## src/rtl/jt03_wrq_if.sv

```systemverilog
// Host push port and YM2203 CPU bus of the jt03_wrq register-write queue.
// Handshake: host_we is a strobe with no ready; an entry is taken on every clk edge
// where host_we=1 and host_full=0, otherwise it is dropped and host_ovf latches.
interface jt03_wrq_if #(parameter int DEPTH = 8);
  localparam int LW = $clog2(DEPTH) + 1;

  logic          host_we;
  logic [7:0]    host_reg;
  logic [7:0]    host_val;
  logic          host_full;
  logic [LW-1:0] host_level;
  logic          host_idle;
  logic          host_ovf;
  logic          host_tmo;
  logic          host_clr;
  logic [7:0]    ym_din;
  logic          ym_addr;
  logic          ym_cs_n;
  logic          ym_wr_n;
  logic [7:0]    ym_dout;
  logic [2:0]    dbg_state;

  modport master (
    output host_we, host_reg, host_val, host_clr, ym_dout,
    input  host_full, host_level, host_idle, host_ovf, host_tmo,
    input  ym_din, ym_addr, ym_cs_n, ym_wr_n, dbg_state
  );

  modport slave (
    input  host_we, host_reg, host_val, host_clr, ym_dout,
    output host_full, host_level, host_idle, host_ovf, host_tmo,
    output ym_din, ym_addr, ym_cs_n, ym_wr_n, dbg_state
  );
endinterface

```

## src/rtl/jt03_wrq.sv

```systemverilog
// FIFO of {register, value} pairs replayed onto the YM2203 CPU bus with busy-flag pacing.
// Define JT03_WRQ_BUSY_EN to poll dout[7]; otherwise a fixed FIXED_WAIT tick wait is used.
module jt03_wrq #(
  parameter int DEPTH      = 8,
  parameter int ADDR_GAP   = 2,
  parameter int POLL_DLY   = 2,
  parameter int BUSY_MAX   = 255,
  parameter int FIXED_WAIT = 32
) (
  input  logic       clk,
  input  logic       rst_n,
  input  logic       cen,
  jt03_wrq_if.slave  bus
);
  localparam int AW = $clog2(DEPTH);
  localparam logic [AW:0] FULL_LVL = (AW+1)'(DEPTH);
  localparam logic [7:0]  GAP_LAST = 8'(ADDR_GAP - 1);
`ifdef JT03_WRQ_BUSY_EN
  localparam logic [7:0]  POLL_LAST = 8'(POLL_DLY - 1);
  localparam logic [7:0]  BUSY_LAST = 8'(BUSY_MAX - 1);
  localparam int unused_params = FIXED_WAIT;
`else
  localparam logic [7:0]  WAIT_LAST = 8'(FIXED_WAIT - 1);
  localparam int unused_params = POLL_DLY + BUSY_MAX;
`endif

  typedef enum logic [2:0] {S_IDLE, S_AWR, S_GAP, S_DWR, S_WAIT, S_POLL} state_t;

  // Release is delayed two edges so the FSM never sees a half-released reset.
  logic [1:0] rst_sync_q;
  always_ff @(posedge clk or negedge rst_n) begin
    if (!rst_n) rst_sync_q <= 2'b00;
    else        rst_sync_q <= {rst_sync_q[0], 1'b1};
  end

  logic run;
  assign run = cen & rst_sync_q[1];

  logic [7:0]  fifo_reg_q [DEPTH];
  logic [7:0]  fifo_val_q [DEPTH];
  logic [AW:0] wr_ptr_q, rd_ptr_q, level;
  logic        full, empty, push, pop;

  assign level = wr_ptr_q - rd_ptr_q;
  assign full  = (level == FULL_LVL);
  assign empty = (level == '0);
  assign push  = bus.host_we & ~full;

  always_ff @(posedge clk) begin
    if (push) begin
      fifo_reg_q[wr_ptr_q[AW-1:0]] <= bus.host_reg;
      fifo_val_q[wr_ptr_q[AW-1:0]] <= bus.host_val;
    end
  end

  always_ff @(posedge clk or negedge rst_n) begin
    if (!rst_n) begin
      wr_ptr_q <= '0;
      rd_ptr_q <= '0;
    end else begin
      if (push) wr_ptr_q <= wr_ptr_q + 1'b1;
      if (pop)  rd_ptr_q <= rd_ptr_q + 1'b1;
    end
  end

  state_t     state_q, state_d;
  logic [7:0] cnt_q, cnt_d;
  logic [7:0] held_val_q;
  logic [7:0] din_q, din_d;
  logic       addr_q, addr_d, cs_n_q, cs_n_d, wr_n_q, wr_n_d;
  logic       tmo_set;

  always_comb begin
    state_d = state_q;
    cnt_d   = cnt_q;
    pop     = 1'b0;
    tmo_set = 1'b0;
    din_d   = din_q;
    addr_d  = addr_q;
    cs_n_d  = cs_n_q;
    wr_n_d  = wr_n_q;
    if (run) begin
      case (state_q)
        S_IDLE: if (!empty) begin
          pop     = 1'b1;
          state_d = S_AWR;
        end
        S_AWR: begin
          state_d = S_GAP;
          cnt_d   = '0;
        end
        S_GAP: if (cnt_q == GAP_LAST) state_d = S_DWR;
               else cnt_d = cnt_q + 8'd1;
        S_DWR: begin
          state_d = S_WAIT;
          cnt_d   = '0;
        end
`ifdef JT03_WRQ_BUSY_EN
        S_WAIT: if (cnt_q == POLL_LAST) begin
          state_d = S_POLL;
          cnt_d   = '0;
        end else cnt_d = cnt_q + 8'd1;
        S_POLL: if (!bus.ym_dout[7]) state_d = S_IDLE;
        else if (cnt_q == BUSY_LAST) begin
          tmo_set = 1'b1;
          state_d = S_IDLE;
        end else cnt_d = cnt_q + 8'd1;
`else
        S_WAIT: if (cnt_q == WAIT_LAST) state_d = S_IDLE;
                else cnt_d = cnt_q + 8'd1;
`endif
        default: state_d = S_IDLE;
      endcase

      // Bus outputs are registered from the state being entered.
      case (state_d)
        S_AWR: begin
          addr_d = 1'b0;
          din_d  = fifo_reg_q[rd_ptr_q[AW-1:0]];
          cs_n_d = 1'b0;
          wr_n_d = 1'b0;
        end
        S_DWR: begin
          addr_d = 1'b1;
          din_d  = held_val_q;
          cs_n_d = 1'b0;
          wr_n_d = 1'b0;
        end
        S_POLL: begin
          addr_d = 1'b0;
          cs_n_d = 1'b0;
          wr_n_d = 1'b1;
        end
        default: begin
          cs_n_d = 1'b1;
          wr_n_d = 1'b1;
        end
      endcase
    end
  end

  always_ff @(posedge clk or negedge rst_n) begin
    if (!rst_n) begin
      state_q    <= S_IDLE;
      cnt_q      <= '0;
      held_val_q <= '0;
      din_q      <= '0;
      addr_q     <= 1'b0;
      cs_n_q     <= 1'b1;
      wr_n_q     <= 1'b1;
    end else begin
      state_q <= state_d;
      cnt_q   <= cnt_d;
      din_q   <= din_d;
      addr_q  <= addr_d;
      cs_n_q  <= cs_n_d;
      wr_n_q  <= wr_n_d;
      if (pop) held_val_q <= fifo_val_q[rd_ptr_q[AW-1:0]];
    end
  end

  // Sticky flags: a clear wins over a set arriving on the same edge.
  logic ovf_q;
  always_ff @(posedge clk or negedge rst_n) begin
    if (!rst_n)                   ovf_q <= 1'b0;
    else if (bus.host_clr)        ovf_q <= 1'b0;
    else if (bus.host_we && full) ovf_q <= 1'b1;
  end

`ifdef JT03_WRQ_BUSY_EN
  logic tmo_q;
  always_ff @(posedge clk or negedge rst_n) begin
    if (!rst_n)            tmo_q <= 1'b0;
    else if (bus.host_clr) tmo_q <= 1'b0;
    else if (tmo_set)      tmo_q <= 1'b1;
  end
  assign bus.host_tmo = tmo_q;
`else
  logic unused_tmo;
  assign unused_tmo   = tmo_set;
  assign bus.host_tmo = 1'b0;
`endif

  logic unused_dout;
  assign unused_dout = ^bus.ym_dout;

  assign bus.host_full  = full;
  assign bus.host_level = level;
  assign bus.host_idle  = empty && (state_q == S_IDLE);
  assign bus.host_ovf   = ovf_q;
  assign bus.ym_din     = din_q;
  assign bus.ym_addr    = addr_q;
  assign bus.ym_cs_n    = cs_n_q;
  assign bus.ym_wr_n    = wr_n_q;
  assign bus.dbg_state  = state_q;
endmodule

```

## src/flat_wrapper.sv

```systemverilog
// flat-port wrapper written by rule: the top's interface ports become plain ports
module jt03_wrq_flat 
#(
  parameter int DEPTH      = 8,
  parameter int ADDR_GAP   = 2,
  parameter int POLL_DLY   = 2,
  parameter int BUSY_MAX   = 255,
  parameter int FIXED_WAIT = 32
)
  (clk, rst_n, cen, bus_host_we, bus_host_reg, bus_host_val, bus_host_clr, bus_ym_dout, bus_host_full, bus_host_level, bus_host_idle, bus_host_ovf, bus_host_tmo, bus_ym_din, bus_ym_addr, bus_ym_cs_n, bus_ym_wr_n, bus_dbg_state);
  jt03_wrq_if #(.DEPTH(DEPTH)) bus_i ();
  input  logic clk;
  input  logic rst_n;
  input  logic cen;
  input wire logic [$bits(bus_i.host_we)-1:0] bus_host_we;
  input wire logic [$bits(bus_i.host_reg)-1:0] bus_host_reg;
  input wire logic [$bits(bus_i.host_val)-1:0] bus_host_val;
  input wire logic [$bits(bus_i.host_clr)-1:0] bus_host_clr;
  input wire logic [$bits(bus_i.ym_dout)-1:0] bus_ym_dout;
  output wire logic [$bits(bus_i.host_full)-1:0] bus_host_full;
  output wire logic [$bits(bus_i.host_level)-1:0] bus_host_level;
  output wire logic [$bits(bus_i.host_idle)-1:0] bus_host_idle;
  output wire logic [$bits(bus_i.host_ovf)-1:0] bus_host_ovf;
  output wire logic [$bits(bus_i.host_tmo)-1:0] bus_host_tmo;
  output wire logic [$bits(bus_i.ym_din)-1:0] bus_ym_din;
  output wire logic [$bits(bus_i.ym_addr)-1:0] bus_ym_addr;
  output wire logic [$bits(bus_i.ym_cs_n)-1:0] bus_ym_cs_n;
  output wire logic [$bits(bus_i.ym_wr_n)-1:0] bus_ym_wr_n;
  output wire logic [$bits(bus_i.dbg_state)-1:0] bus_dbg_state;
  assign bus_i.host_we = bus_host_we;
  assign bus_i.host_reg = bus_host_reg;
  assign bus_i.host_val = bus_host_val;
  assign bus_i.host_clr = bus_host_clr;
  assign bus_i.ym_dout = bus_ym_dout;
  assign bus_host_full = bus_i.host_full;
  assign bus_host_level = bus_i.host_level;
  assign bus_host_idle = bus_i.host_idle;
  assign bus_host_ovf = bus_i.host_ovf;
  assign bus_host_tmo = bus_i.host_tmo;
  assign bus_ym_din = bus_i.ym_din;
  assign bus_ym_addr = bus_i.ym_addr;
  assign bus_ym_cs_n = bus_i.ym_cs_n;
  assign bus_ym_wr_n = bus_i.ym_wr_n;
  assign bus_dbg_state = bus_i.dbg_state;
  jt03_wrq #(.DEPTH(DEPTH), .ADDR_GAP(ADDR_GAP), .POLL_DLY(POLL_DLY), .BUSY_MAX(BUSY_MAX), .FIXED_WAIT(FIXED_WAIT)) u_core (.clk(clk), .rst_n(rst_n), .cen(cen), .bus(bus_i));
endmodule
```

## config.mk

```make
export PLATFORM = sky130hd
export DESIGN_NAME = jt03_wrq_flat
export DESIGN_NICKNAME = d
export VERILOG_FILES = /design/src/rtl/jt03_wrq_if.sv /design/src/rtl/jt03_wrq.sv /design/src/flat_wrapper.sv
export SDC_FILE = /design/constraint.sdc
export NUM_CORES = 1
export LEC_CHECK = 0
export BUFFER_PORTS_ARGS = -buffer_cell sky130_fd_sc_hd__buf_2
export CAP_MARGIN = 20
export CORE_MARGIN = 2
export CORE_UTILIZATION = 55
export CTS_BUF_LIST = sky130_fd_sc_hd__clkbuf_4
export DETAILED_ROUTE_END_ITERATION = 10
export PLACE_DENSITY_LB_ADDON = 0.25
export SLEW_MARGIN = 20
export SYNTH_ARGS = -nofsm -noshare
export SYNTH_HDL_FRONTEND = slang
export SYNTH_SLANG_ARGS = --single-unit
```

## constraint.sdc

```tcl
create_clock -name clk -period 8.98 [get_ports clk]
set_input_delay 1.796 -clock clk [delete_from_list [all_inputs] [get_ports clk]]
set_output_delay 1.796 -clock clk [all_outputs]
set_load 0.005 [all_outputs]
```

Word level (Yosys, flattened, before mapping)
Memories as Yosys holds them, arrays and structs flattened. A register that Yosys moved wholly into a read port is not among the register bits.
Index checks and enable logic that the tools add are counted.
{"block": "word_totals", "n_memories": 2, "mem_bits_rw": 128, "reg_bits": 33}
{"block": "op_classes", "n_eq_ne": 12, "n_addsub": 4, "bitwise": 3, "mux": 19, "n_reduce_logical": 16}
{"name": "u_core.fifo_reg_q", "words": 8, "word_bits": 8, "rd": 1, "rd_clocked_by_memory_dff": 0, "wr": 1, "line": "jt03_wrq.sv:39", "source": "logic [7:0] fifo_reg_q [DEPTH];"}
{"name": "u_core.fifo_val_q", "words": 8, "word_bits": 8, "rd": 1, "rd_clocked_by_memory_dff": 1, "wr": 1, "line": "jt03_wrq.sv:40", "source": "logic [7:0] fifo_val_q [DEPTH];"}
{"cell": "$pmux 8 s3", "n": 1}
{"cell": "$mux 8", "n": 2}
{"cell": "$pmux 8 s2", "n": 1}
{"cell": "$pmux 3 s5", "n": 1}
{"cell": "$mux 3", "n": 4}
{"cell": "$eq 3x2->1 const B", "n": 3}
{"cell": "$mux 1", "n": 9}
{"cell": "$add 4x1->4 const B", "n": 2}
{"cell": "$add 8x1->8 const B", "n": 1}
{"cell": "$eq 8x1->1 const B", "n": 1}
{"cell": "$eq 8x5->1 const B", "n": 1}
{"cell": "$eq 3x1->1 const B", "n": 2}
{"cell": "$eq 3x3->1 const B", "n": 2}
{"cell": "$reduce_bool 2->1", "n": 3}
{"cell": "$reduce_or 2->1", "n": 3}
{"cell": "$eq 4x4->1 const B", "n": 1}
{"cell": "$logic_not 4->1", "n": 1}
{"cell": "$ne 2x2->1 const B", "n": 2}
{"cell": "$reduce_and 2->1", "n": 2}
{"cell": "$reduce_and 4->1", "n": 1}
{"cell": "$sub 4x4->4", "n": 1}
{"cell": "$logic_not 3->1", "n": 1}
{"cell": "$reduce_bool 3->1", "n": 1}
{"cell": "$reduce_or 3->1", "n": 1}
{"cell": "5 further kinds", "n": 7}

Logic depth before layout (Yosys ltp)
Gate-level depths: netlist of run 1.
{"block": "logic_depth", "word_depth": 9, "ltp_mapped": 10, "ltp_nobuf": 9}

Worst setup path after synthesis of run 1
Ideal clock, no wire load.
{"block": "synth_path", "path_kind": "register -> output", "from": "register u_core.rd_ptr_q[2]", "to": "output port bus_host_idle", "arrival_time_ps": 2676, "n_path_buf": 2, "t_required_ps": 7184, "setup_slack_ps": 4508, "path_stages_with_launch": 9, "cell_sequence": "dfrtp_1 clkbuf_1 clkbuf_1 clkinv_1 ha_1 xor2_1 or3_4 or3_1 nor4_1"}
{"block": "synth_between", "elab_chain_len": 3}
{"item": "start, declared", "line": "jt03_wrq.sv:41", "source": "logic [AW:0] wr_ptr_q, rd_ptr_q, level;"}
{"item": "start signal, assigned", "line": "jt03_wrq.sv:62", "source": "if (pop) rd_ptr_q <= rd_ptr_q + 1'b1;"}
{"item": "$sub 4x4->4", "line": "jt03_wrq.sv:44", "source": "assign level = wr_ptr_q - rd_ptr_q;"}
{"item": "named net bus_host_level[2]", "line": "flat_wrapper.sv:21", "source": "output wire logic [$bits(bus_i.host_level)-1:0] bus_host_level;"}
{"item": "$logic_not 4->1", "line": "jt03_wrq.sv:46", "source": "assign empty = (level == '0);"}
{"item": "$logic_and 1x1->1", "line": "jt03_wrq.sv:189", "source": "assign bus.host_idle = empty && (state_q == S_IDLE);"}
{"item": "end, declared", "line": "flat_wrapper.sv:22", "source": "output wire logic [$bits(bus_i.host_idle)-1:0] bus_host_idle;"}
The timed path passes the listed nets, and every way through them passes these cells.

Worst setup path after layout of run 1
{"block": "layout_path", "from": "register u_core.rd_ptr_q[1]", "to": "output port bus_host_idle"}
{"block": "layout_between", "elab_chain_len": 3}
{"item": "$sub 4x4->4", "line": "jt03_wrq.sv:44"}
{"item": "$logic_not 4->1", "line": "jt03_wrq.sv:46"}
{"item": "$logic_and 1x1->1", "line": "jt03_wrq.sv:189"}
Every way passes these cells.

==> results of run 1 <==
==> per-layer routing <==
layer | part of all wire | vias up | routed length (um) | GRT usage
met4 | 0.018 | 0 | 230 | 0.0770
met3 | 0.049 | 12 | 634 | 0.0476
li1 | - | 1716 | - | -
met5 | 0 | - | 0 | 0
met1 | 0.43 | 1902 | 5550 | 0.282
met2 | 0.50 | 110 | 6470 | 0.352
==> flip-flops by register name, summed over array words and instances (netlist names) <==
signal	cells
u_core.rst_sync_q	2
u_core.bus.ym_cs_n	1
u_core.bus.ym_addr	1
u_core.bus.ym_wr_n	1
u_core.fifo_reg_q	64
u_core.cnt_q	8
u_core.bus.dbg_state	3
u_core.wr_ptr_q	4
u_core.rd_ptr_q	4
u_core.bus.host_ovf	1
u_core.bus.ym_din	8
u_core.fifo_val_q	64
u_core.held_val_q	8
==> synthesized netlist by cell type (all sizes together) <==
cell          count
inv               9
and2              1
nor2             30
o311ai            1
a21boi            1
dfrtp            39
nor4b             1
nand4             4
and3              3
xor2              4
o21bai            1
conb              2
or3               3
nand2b            2
dfstp             2
buf              11
o41ai             2
dlymetal6s2s      1
o211a             1
a31oi            18
ha                7
mux2              9
o311a             1
mux4             32
a21oi             5
a311oi            1
clkinv            2
o31ai             6
nand2            42
clkbuf            9
mux2i             1
nor2b             4
xnor2             5
nand3b            1
nor3              5
a21o              1
nor3b             1
nand3             6
edfxtp          128
fa                1
nor4              4
o21ai            12
==> critical path, cell delays in order, from the launching register on <==
cell	delay, ns
dfrtp_1	0.39
clkinv_1	0.41
fa_1	0.58
xor2_1	0.16
or3_4	0.35
or3_1	0.33
nor4_1	0.18
buf_2	0.16
==> layout make-up <==
| class | instances | area, um^2 | share of cell area |
|---|---|---|---|
| Antenna cell | 1 | 2.50 | 0.000329 |
| Clock buffer | 22 | 165 | 0.0217 |
| Clock inverter | 10 | 126 | 0.0166 |
| Inverter | 11 | 41.3 | 0.00542 |
| Multi-Input combinational cell | 218 | 1900 | 0.250 |
| Sequential cell | 169 | 4870 | 0.640 |
| Tap cell | 168 | 210 | 0.0276 |
| Timing Repair Buffer | 53 | 295 | 0.0388 |
==> worst paths after layout <==
path                            cells past startpoint                               end  slack (ns)                      startpoint
min in group asynchronous                           1    u_core.rst_sync_q[1]$_DFF_PN0_        1.38                           rst_n
worst min-delay path                                0    u_core.rst_sync_q[1]$_DFF_PN0_        0.36  u_core.rst_sync_q[0]$_DFF_PN0_
max in group asynchronous                           1    u_core.rd_ptr_q[0]$_DFFE_PN0P_        6.94                           rst_n
worst max register to register                      7  u_core.bus.ym_din[3]$_DFFE_PN0P_        5.75  u_core.rd_ptr_q[1]$_DFFE_PN0P_
worst min register to register                      0    u_core.rst_sync_q[1]$_DFF_PN0_        0.36  u_core.rst_sync_q[0]$_DFF_PN0_
worst max-delay path                                7                     bus_host_idle        4.08  u_core.rd_ptr_q[1]$_DFFE_PN0P_
==> report_power, final <==
part           internal [mW]  switching [mW]  total (mW)
combinational          0.373           0.438       0.810
sequential              1.03           0.112        1.14
clock                  0.205           0.237       0.443
==> cells by family after synthesis <==
logic type	count (synthesis)	synth area share
flops	169	0.707
other cells	2	0.00109
compound gates	50	0.0468
xor+xnor	9	0.0114
mux	42	0.124
buf+inv	32	0.0227
fa+ha+maj	8	0.0156
simple gates	107	0.0714
==> impl_results.md, run 1 <==
* Status: complete, no violations
* Slew at the pin with the worst max-slew slack at approximately 0.94 ns
* Filler cells at between 900 and 1k
* Worst-path clk slew at about 0.13 ns
* I/O pin total at 51
* Setup-failing EPs final at 0
* Rel. slew slack at 0.370
* Post-synthesis sequential area ratio at 0.707
* Vias in the first global route at 3,869
* Pins over their slew limit at 0
* Routed vias/inst at 5.74
* Count of final hold-check violations at 0
* Core Box Area at 12,100 um^2
* Yosys warns at 0
* Synth area leaders: edfxtp_1 (56%), dfrtp_1 (14%), mux4_2 (10%)
* Syn Nets at approximately 460
* RSZ-0062 raised after global routing: false
* Total grt overflow at 0
* Crit path DAT at ~3.1 ns
* Post-Syn Instances at 419
* WS Path Type: register to output port
* WL per Instance at approximately 20 um
* Mapped cell area at 6890 um^2
* Pwr Total at roughly 2.4 mW
* Die Wd at approximately 120 um
* Yosys reg bits at 169
* CTS tree: done
* Cts hold-fix bufs at 0
* Final instance area at approximately 7600 um^2
* Worst-Skew Late Latency at between 0.5 and 0.6 ns
* Clk buf depth at 2
* DRC violations left at 0
* Leak pwr at 2.75 nW
* Total Routing Usage GR at 0.213
* Clock sinks at 169
* Clock skew at between 0.015 and 0.02 ns
* Via count at between 3k and 4k
* First DRT Iteration DRCs at between 200 and 250
* DRT Pass-1 Iters at 5
* I/O Buffers at 41
* Max cap viols at 0
* Synth cell types at 48
* Yosys top cell by area: edfxtp_1
* H-tree Lvls at 4
* Min-delay worst type: register to register
* Initial Util at 0.569
* Commonest cells after routing, fill and taps aside: edfxtp_1 (128), nand2_1 (42), buf_2 (41), dfrtp_1 (38), mux4_2 (32)
* Hold_ws at between 0.3 and 0.4 ns
* Post-Route WL at around 13 mm
* Area Growth Syn to Fin at 10.5%
* Post-detail-place hpwl at slightly below 8 mm
* Post-CTS setup buffer count at 0
* Post-layout util at 0.629
* Clock root cell: clkbuf_4
* Setup TNS at 0 ns
* Placement Setup Slack at between 4 and 5 ns
* Setup WS post-layout at between 4 and 5 ns
* Die height at around 120 um
* Post-DP Area at roughly 7300 um^2
* CP max FO at 11
* Worst EP required at around 7.2 ns
* Commonest non-fill, non-tap cell in the layout: edfxtp_1
* Crit start category: register
* Layout cells sized above 1 at 0.288
* # rows at 40
* Worst setup EP type: output port
* First-pass GRT wire length at 20.5 mm
* Syn Area/Cell at 16.4 um^2
* Period utilization at 0.546
* Total Die Area at roughly 13,000 um^2
* Largest net degree at the start of global routing at 42
* Share of Yosys cell area claimed by the top area cell type at 0.558
* Maximum vdd ir drop at ~150 uV
* DRT antenna net count at 0
* Max frequency at slightly above 200 MHz
* Cell Count, Final, Fillers Out at approximately 650
* Cell area power density at 314 nW/um^2
* Placed cell count at 619
* RD Place Congestion at a little under 0.8
* Initial antenna violation count at 1
* Minimum clock period at slightly below 5 ns
* Number of nets in the layout at about 500
* CTS resizes at 0
* Cts bufs inserted at 17
Power figures use the tool's default switching activity.
==> inputs of run 2 (changes only) <==
==> constraint.sdc (replaced) <==
create_clock -name clk -period 5.09 [get_ports clk]
set_input_delay 1.018 -clock clk [delete_from_list [all_inputs] [get_ports clk]]
set_output_delay 1.018 -clock clk [all_outputs]
set_load 0.005 [all_outputs]
==> impl_results.md, run 2 (synthesis results as in run 1) <==
* Status: complete, no violations
* Period utilization at 0.787
* Slew at the pin with the worst max-slew slack at 0.937 ns
* WL per Instance at roughly 20 um
* Cell mode on critical path: inv_1
* DRT antenna net count at 0
* Setup TNS at 0 ns
* Total Die Area at roughly 13,000 um^2
* Worst-path clk slew at between 0.1 and 0.15 ns
* I/O pin total at 51
* Maximum vdd ir drop at ~400 uV
* Worst path buffer plus inverter count at 3
* Total grt overflow at 0
* Placement Setup Slack at around 1.7 ns
* Die height at ~120 um
* Worst-Skew Late Latency at 0.56 ns
* Max cap viols at 0
* Filler cells at slightly above 900
* Slowest CP cell: dfrtp_1
* Crit path DAT at ~3.0 ns
* Initial antenna violation count at 2
* H-tree Lvls at 4
* Worst path top cell family by delay: simple AND/OR/NAND/NOR gates
* Register Area at slightly below 5000 um^2
* Post-CTS setup buffer count at 0
* Commonest non-fill, non-tap cell in the layout: edfxtp_1
* Clock sinks at approximately 170
* Routed vias/inst at between 5 and 6
* Count of final hold-check violations at 0
* Leak pwr at around 2.8 nW
* Crit path largest cell delay at approximately 0.42 ns
* Clk buf depth at 2
* Commonest cells after routing, fill and taps aside: edfxtp_1 (128), nand2_1 (42), buf_2 (41), dfrtp_1 (38), mux4_2 (32)
* Number of nets in the layout at between 500 and 600
* Minimum clock period at 4.01 ns
* Crit start category: register
* Cts bufs inserted at 17
* DRT Pass-1 Iters at 5
* Vias in the first global route at about 3.8k
* Post-layout util at 0.636
* Via count at about 3.8k
* RSZ-0062 raised after global routing: false
* Setup-failing EPs final at 0
* Worst setup EP type: output port
* I/O Buffers at a little over 40
* First DRT Iteration DRCs at 287
* CP max FO at 6
* Cell area power density at about 570 nW/um^2
* Post-DP Area at 7330 um^2
* Largest net degree at the start of global routing at 42
* Total Routing Usage GR at 0.216
* Layout cells sized above 1 at 0.291
* WS Path Type: register to output port
* Rel. slew slack at 0.376
* First-pass GRT wire length at 20.5 mm
* CTS tree: done
* RD Place Congestion at roughly 0.81
* DRC violations left at 0
* Pins over their slew limit at 0
* Min-delay worst type: register to register
* Post-Route WL at approximately 13 mm
* Core Box Area at ~12,000 um^2
* Clock root cell: clkbuf_4
* CTS resizes at 0
* Area Growth Syn to Fin at 11.8%
* Worst EP required at 4.07 ns
* Multi-input gate area at ~1900 um^2
* Initial Util at 0.569
* Final instance area at just under 8000 um^2
* Setup WS post-layout at 1.08 ns
* Cts hold-fix bufs at 0
* # rows at 40
* Max frequency at 250 MHz
* CP Cell Sequence: inv_1 -> ha_1 -> inv_1 -> fa_1 -> xor2_1 -> or3_4 -> or3_1 -> nor4_1 -> buf_2
* Post-detail-place hpwl at slightly below 8 mm
* Die Wd at ~120 um
* Clock skew at about 0.011 ns
run 2: cell count changes in the layout (fill, tap and decap cells not counted), sizes merged:
cell,change
clkinvlp,+1
buf,+1
clkinv,-4
bufinv,+3
inv,+5
clkbuf,-5
run 2: worst paths after layout:
kind	from	end	slack, ns	cells past startpoint
hold reg to reg	u_core.rst_sync_q[0]$_DFF_PN0_	u_core.rst_sync_q[1]$_DFF_PN0_	0.39	0
setup reg to reg	u_core.wr_ptr_q[0]$_DFFE_PN0P_	u_core.bus.ym_din[1]$_DFFE_PN0P_	1.97	9
hold / removal	u_core.rst_sync_q[0]$_DFF_PN0_	u_core.rst_sync_q[1]$_DFF_PN0_	0.39	0
min in group asynchronous	rst_n	u_core.bus.ym_din[2]$_DFFE_PN0P_	0.58	1
max in group asynchronous	rst_n	u_core.rd_ptr_q[0]$_DFFE_PN0P_	3.87	1
setup / recovery	u_core.wr_ptr_q[0]$_DFFE_PN0P_	bus_host_idle	1.08	9
run 2: worst reg2reg max path, cell delays in order (launching register included):
cell     delay [ns]
dfrtp_1        0.42
inv_1          0.22
ha_1           0.21
inv_1          0.05
fa_1           0.37
xor2_1         0.16
or3_4          0.35
or3_1          0.34
o211a_1        0.50
mux2_4         0.40
run 2: power breakdown:
group / leakage, nW / internal, mW / total (mW) / switching (mW)
clock: 0.194 / 0.491 / 0.956 / 0.465
sequential: 1.66 / 1.81 / 2.00 / 0.192
combinational: 0.936 / 0.664 / 1.45 / 0.782
run 2: cell type report:
cell class	instances	share of cell area
multi-input combinational	218	0.247
timing repair buffer	54	0.0393
clock inverter	15	0.0317
inverter	11	0.00536
antenna	1	0.000325
sequential	169	0.633
tap	168	0.0273
clock buffer	17	0.0166
run 2: stage by stage:
step,instances,hold slack (ns),total power [mW]
3_3_place_gp,620,0.334,3.44
4_1_cts,652,0.379,4.45
6_report,653,0.385,4.41
5_1_grt,653,0.388,4.68
3_5_place_dp,620,0.348,3.50
2_1_floorplan,419,0.331,3.02
run 2: layer usage:
layer  up-vias  part of all wire  global-route usage
met3        22             0.058              0.0581
met2       113              0.48               0.338
li1       1716                 -                   -
met5         -            0.0012                   0
met1      1958              0.44               0.293
met4         2             0.023              0.0881
==> inputs of run 3 (changes only) <==
--- a/config.mk
+++ b/config.mk
@@ -5,6 +5,7 @@
 export SDC_FILE = /design/constraint.sdc
 export NUM_CORES = 1
 export LEC_CHECK = 0
+export ABC_AREA = 1
 export BUFFER_PORTS_ARGS = -buffer_cell sky130_fd_sc_hd__buf_2
 export CAP_MARGIN = 20
 export CORE_MARGIN = 2
==> constraint.sdc (replaced) <==
create_clock -name clk -period 3.3 [get_ports clk]
set_input_delay 0.66 -clock clk [delete_from_list [all_inputs] [get_ports clk]]
set_output_delay 0.66 -clock clk [all_outputs]
set_load 0.005 [all_outputs]
==> impl_results.md, run 3 <==
* Post-layout util at 0.611
* Worst-Skew Late Latency at between 0.5 and 0.6 ns
* First-pass GRT wire length at about 24 mm
* Post-detail-place hpwl at between 8 and 9 mm
* Area Growth Syn to Fin at 9.70%
* Synth cell types at 39
* Yosys reg bits at about 170
* FF-to-FF Start: u_core.wr_ptr_q[0]$_DFFE_PN0P_
* Initial Util at 0.557
* Total grt overflow at 0
* Leak pwr at 3.27 nW
* Placement Setup Slack at around 0.45 ns
* Post-DP Area at between 7000 and 8000 um^2
* Synth cell count leaders: nand2_1 (207), edfxtp_1 (128), nand3_1 (66)
* Register Area at just under 5000 um^2
* Post-Route WL at approximately 15 mm
* Commonest non-fill, non-tap cell in the layout: nand2_1
* Critical Path Source: u_core.rd_ptr_q[0]$_DFFE_PN0P_
* Syn Area/Cell at 10.9 um^2
* Layout cells sized above 1 at 0.188
* Prevailing post-synth register cell: edfxtp_1
* WS Path Type: register to output port
* R2R setup slack at 0.80 ns
* Synth area leaders: edfxtp_1 (53%), dfrtp_1 (13%), nand2_1 (11%)
* Placed cell count at 873
* Max frequency at roughly 320 MHz
* # rows at 42
* Routed vias/inst at between 5 and 6
* Worst EP required at between 2 and 3 ns
* Count of final hold-check violations at 0
* Mapped cell area at 7310 um^2
* Post-synthesis sequential area ratio at 0.666
* Cts hold-fix bufs at 0
* Core Box Area at between 10,000 and 15,000 um^2
* Crit start category: register
* Post-Syn Instances at between 600 and 700
* Crit path DAT at approximately 2.5 ns
* Clock root cell: clkbuf_4
* Setup TNS at 0 ns
* Worst-path clk slew at around 0.13 ns
* Cell area power density at 874 nW/um^2
* R2R depth at 14
* Antenna diodes at 0
* DRC violations left at 0
* Total Die Area at ~14,000 um^2
* DRT antenna net count at 0
* Setup WS post-layout at 0.134 ns
* Hold_ws at roughly 0.21 ns
* Clock sinks at approximately 170
* First DRT Iteration DRCs at between 300 and 400
* Minimum clock period at roughly 3.2 ns
* Async SR Flop Fraction at 0.243
* Die height at ~120 um
* Share of Yosys cell area claimed by the top area cell type at 0.525
* Pwr Total at approximately 7 mW
* CTS tree: done
* Largest net degree at the start of global routing at 68
* Multi-input gate area at between 2000 and 2500 um^2
* Min-delay worst type: input port to async pin
* Commonest cells after routing, fill and taps aside: nand2_1 (207), edfxtp_1 (128), nand3_1 (66), nor2_1 (49), buf_2 (41)
* Cts bufs inserted at 17
* Clock skew at approximately 0.012 ns
* Final instance area at approximately 8000 um^2
* Via count at roughly 5k
* Cell Count, Final, Fillers Out at around 910
* Initial antenna violation count at 0
* H-tree Lvls at 4
* Syn Nets at roughly 700
* Vias in the first global route at approximately 4.7k
* Total Routing Usage GR at 0.220
* DRT Pass-1 Iters at 4
* Period utilization at 0.959
* R2r endpoint: u_core.fifo_reg_q[6][7]$_DFFE_PP_
* RD Place Congestion at 0.813
* Clk buf depth at 2
* Maximum vdd ir drop at just under 600 uV
* Filler cells at roughly 1.1k
* Slew at the pin with the worst max-slew slack at 0.903 ns
* WL per Instance at 16.0 um
* Yosys warns at 0
* Rel. slew slack at 0.398
* Worst setup EP type: output port
* I/O Buffers at 41
* CP max FO at 3
* Die Wd at roughly 120 um
* Status: complete, no violations
* Number of nets in the layout at between 700 and 800
* Post-synth EDFFs at between 100 and 150
* I/O pin total at 51
* Max cap viols at 0
* Crit path to: bus_host_idle
* Pins over their slew limit at 0
* Yosys top cell by area: edfxtp_1
* Top-count cell post-synth: nand2_1
* Setup-failing EPs final at 0
run 3: kinds of logic after synthesis:
group	count (synthesis)	synth area share
simple gates	360	0.220
flops	169	0.666
buf+inv	60	0.0388
xor+xnor	9	0.0108
fa+ha+maj	8	0.0147
compound gates	64	0.0486
other cells	2	0.00103
run 3: worst min-delay path by stage:
| stage | startpoint | endpoint | slack (ns) | cells after the start |
|---|---|---|---|---|
| after floorplan | u_core.rst_sync_q[0]$_DFF_PN0_ | u_core.rst_sync_q[1]$_DFF_PN0_ | 0.33 | 0 |
| after global placement | u_core.rst_sync_q[0]$_DFF_PN0_ | u_core.rst_sync_q[1]$_DFF_PN0_ | 0.34 | 0 |
| after detailed placement | u_core.rst_sync_q[0]$_DFF_PN0_ | u_core.rst_sync_q[1]$_DFF_PN0_ | 0.34 | 0 |
| after CTS | bus_host_clr | u_core.bus.host_ovf$_DFFE_PN0P_ | 0.17 | 2 |
| after global routing | bus_host_clr | u_core.bus.host_ovf$_DFFE_PN0P_ | 0.17 | 2 |
| final | rst_n | u_core.cnt_q[4]$_DFFE_PN0P_ | 0.21 | 1 |
run 3: what timing repair did:
action	in CTS	in global routing
pin swaps	0	1
setup buffers	2	1
setup endpoints to repair	2	1
resized for setup	1	1
run 3: worst max-delay path, cell delays in order (launching register included):
cell and delay [ns]:
dfrtp_2 0.43, ha_1 0.21, inv_1 0.09, fa_1 0.42, or2_4 0.27, nor2_4 0.14, nand3_4 0.13, nor3_2 0.13
buf_2 0.13
run 3: cell type report:
class,instances,share of cell area
Clock inverter,13,0.0179
Inverter,31,0.0150
Tap cell,176,0.0274
Sequential cell,169,0.607
Timing Repair Buffer,58,0.0430
Clock buffer,19,0.0178
Multi-Input combinational cell,443,0.271
run 3: power breakdown:
group	internal, mW	total (mW)	switching [mW]
registers	2.75	2.97	0.217
logic	0.969	2.86	1.89
clock network	0.474	1.18	0.707
total	4.20	7.01	2.81
run 3: routing by layer:
layer / vias to the layer above / wire length (um) / share of wire / GRT usage
met5: - / 0 / 0 / 0
met1: 2318 / 5970 / 0.41 / 0.270
met2: 152 / 7290 / 0.50 / 0.366
li1: 2380 / - / - / -
met4: 0 / 283 / 0.019 / 0.0912
met3: 25 / 1030 / 0.071 / 0.0637
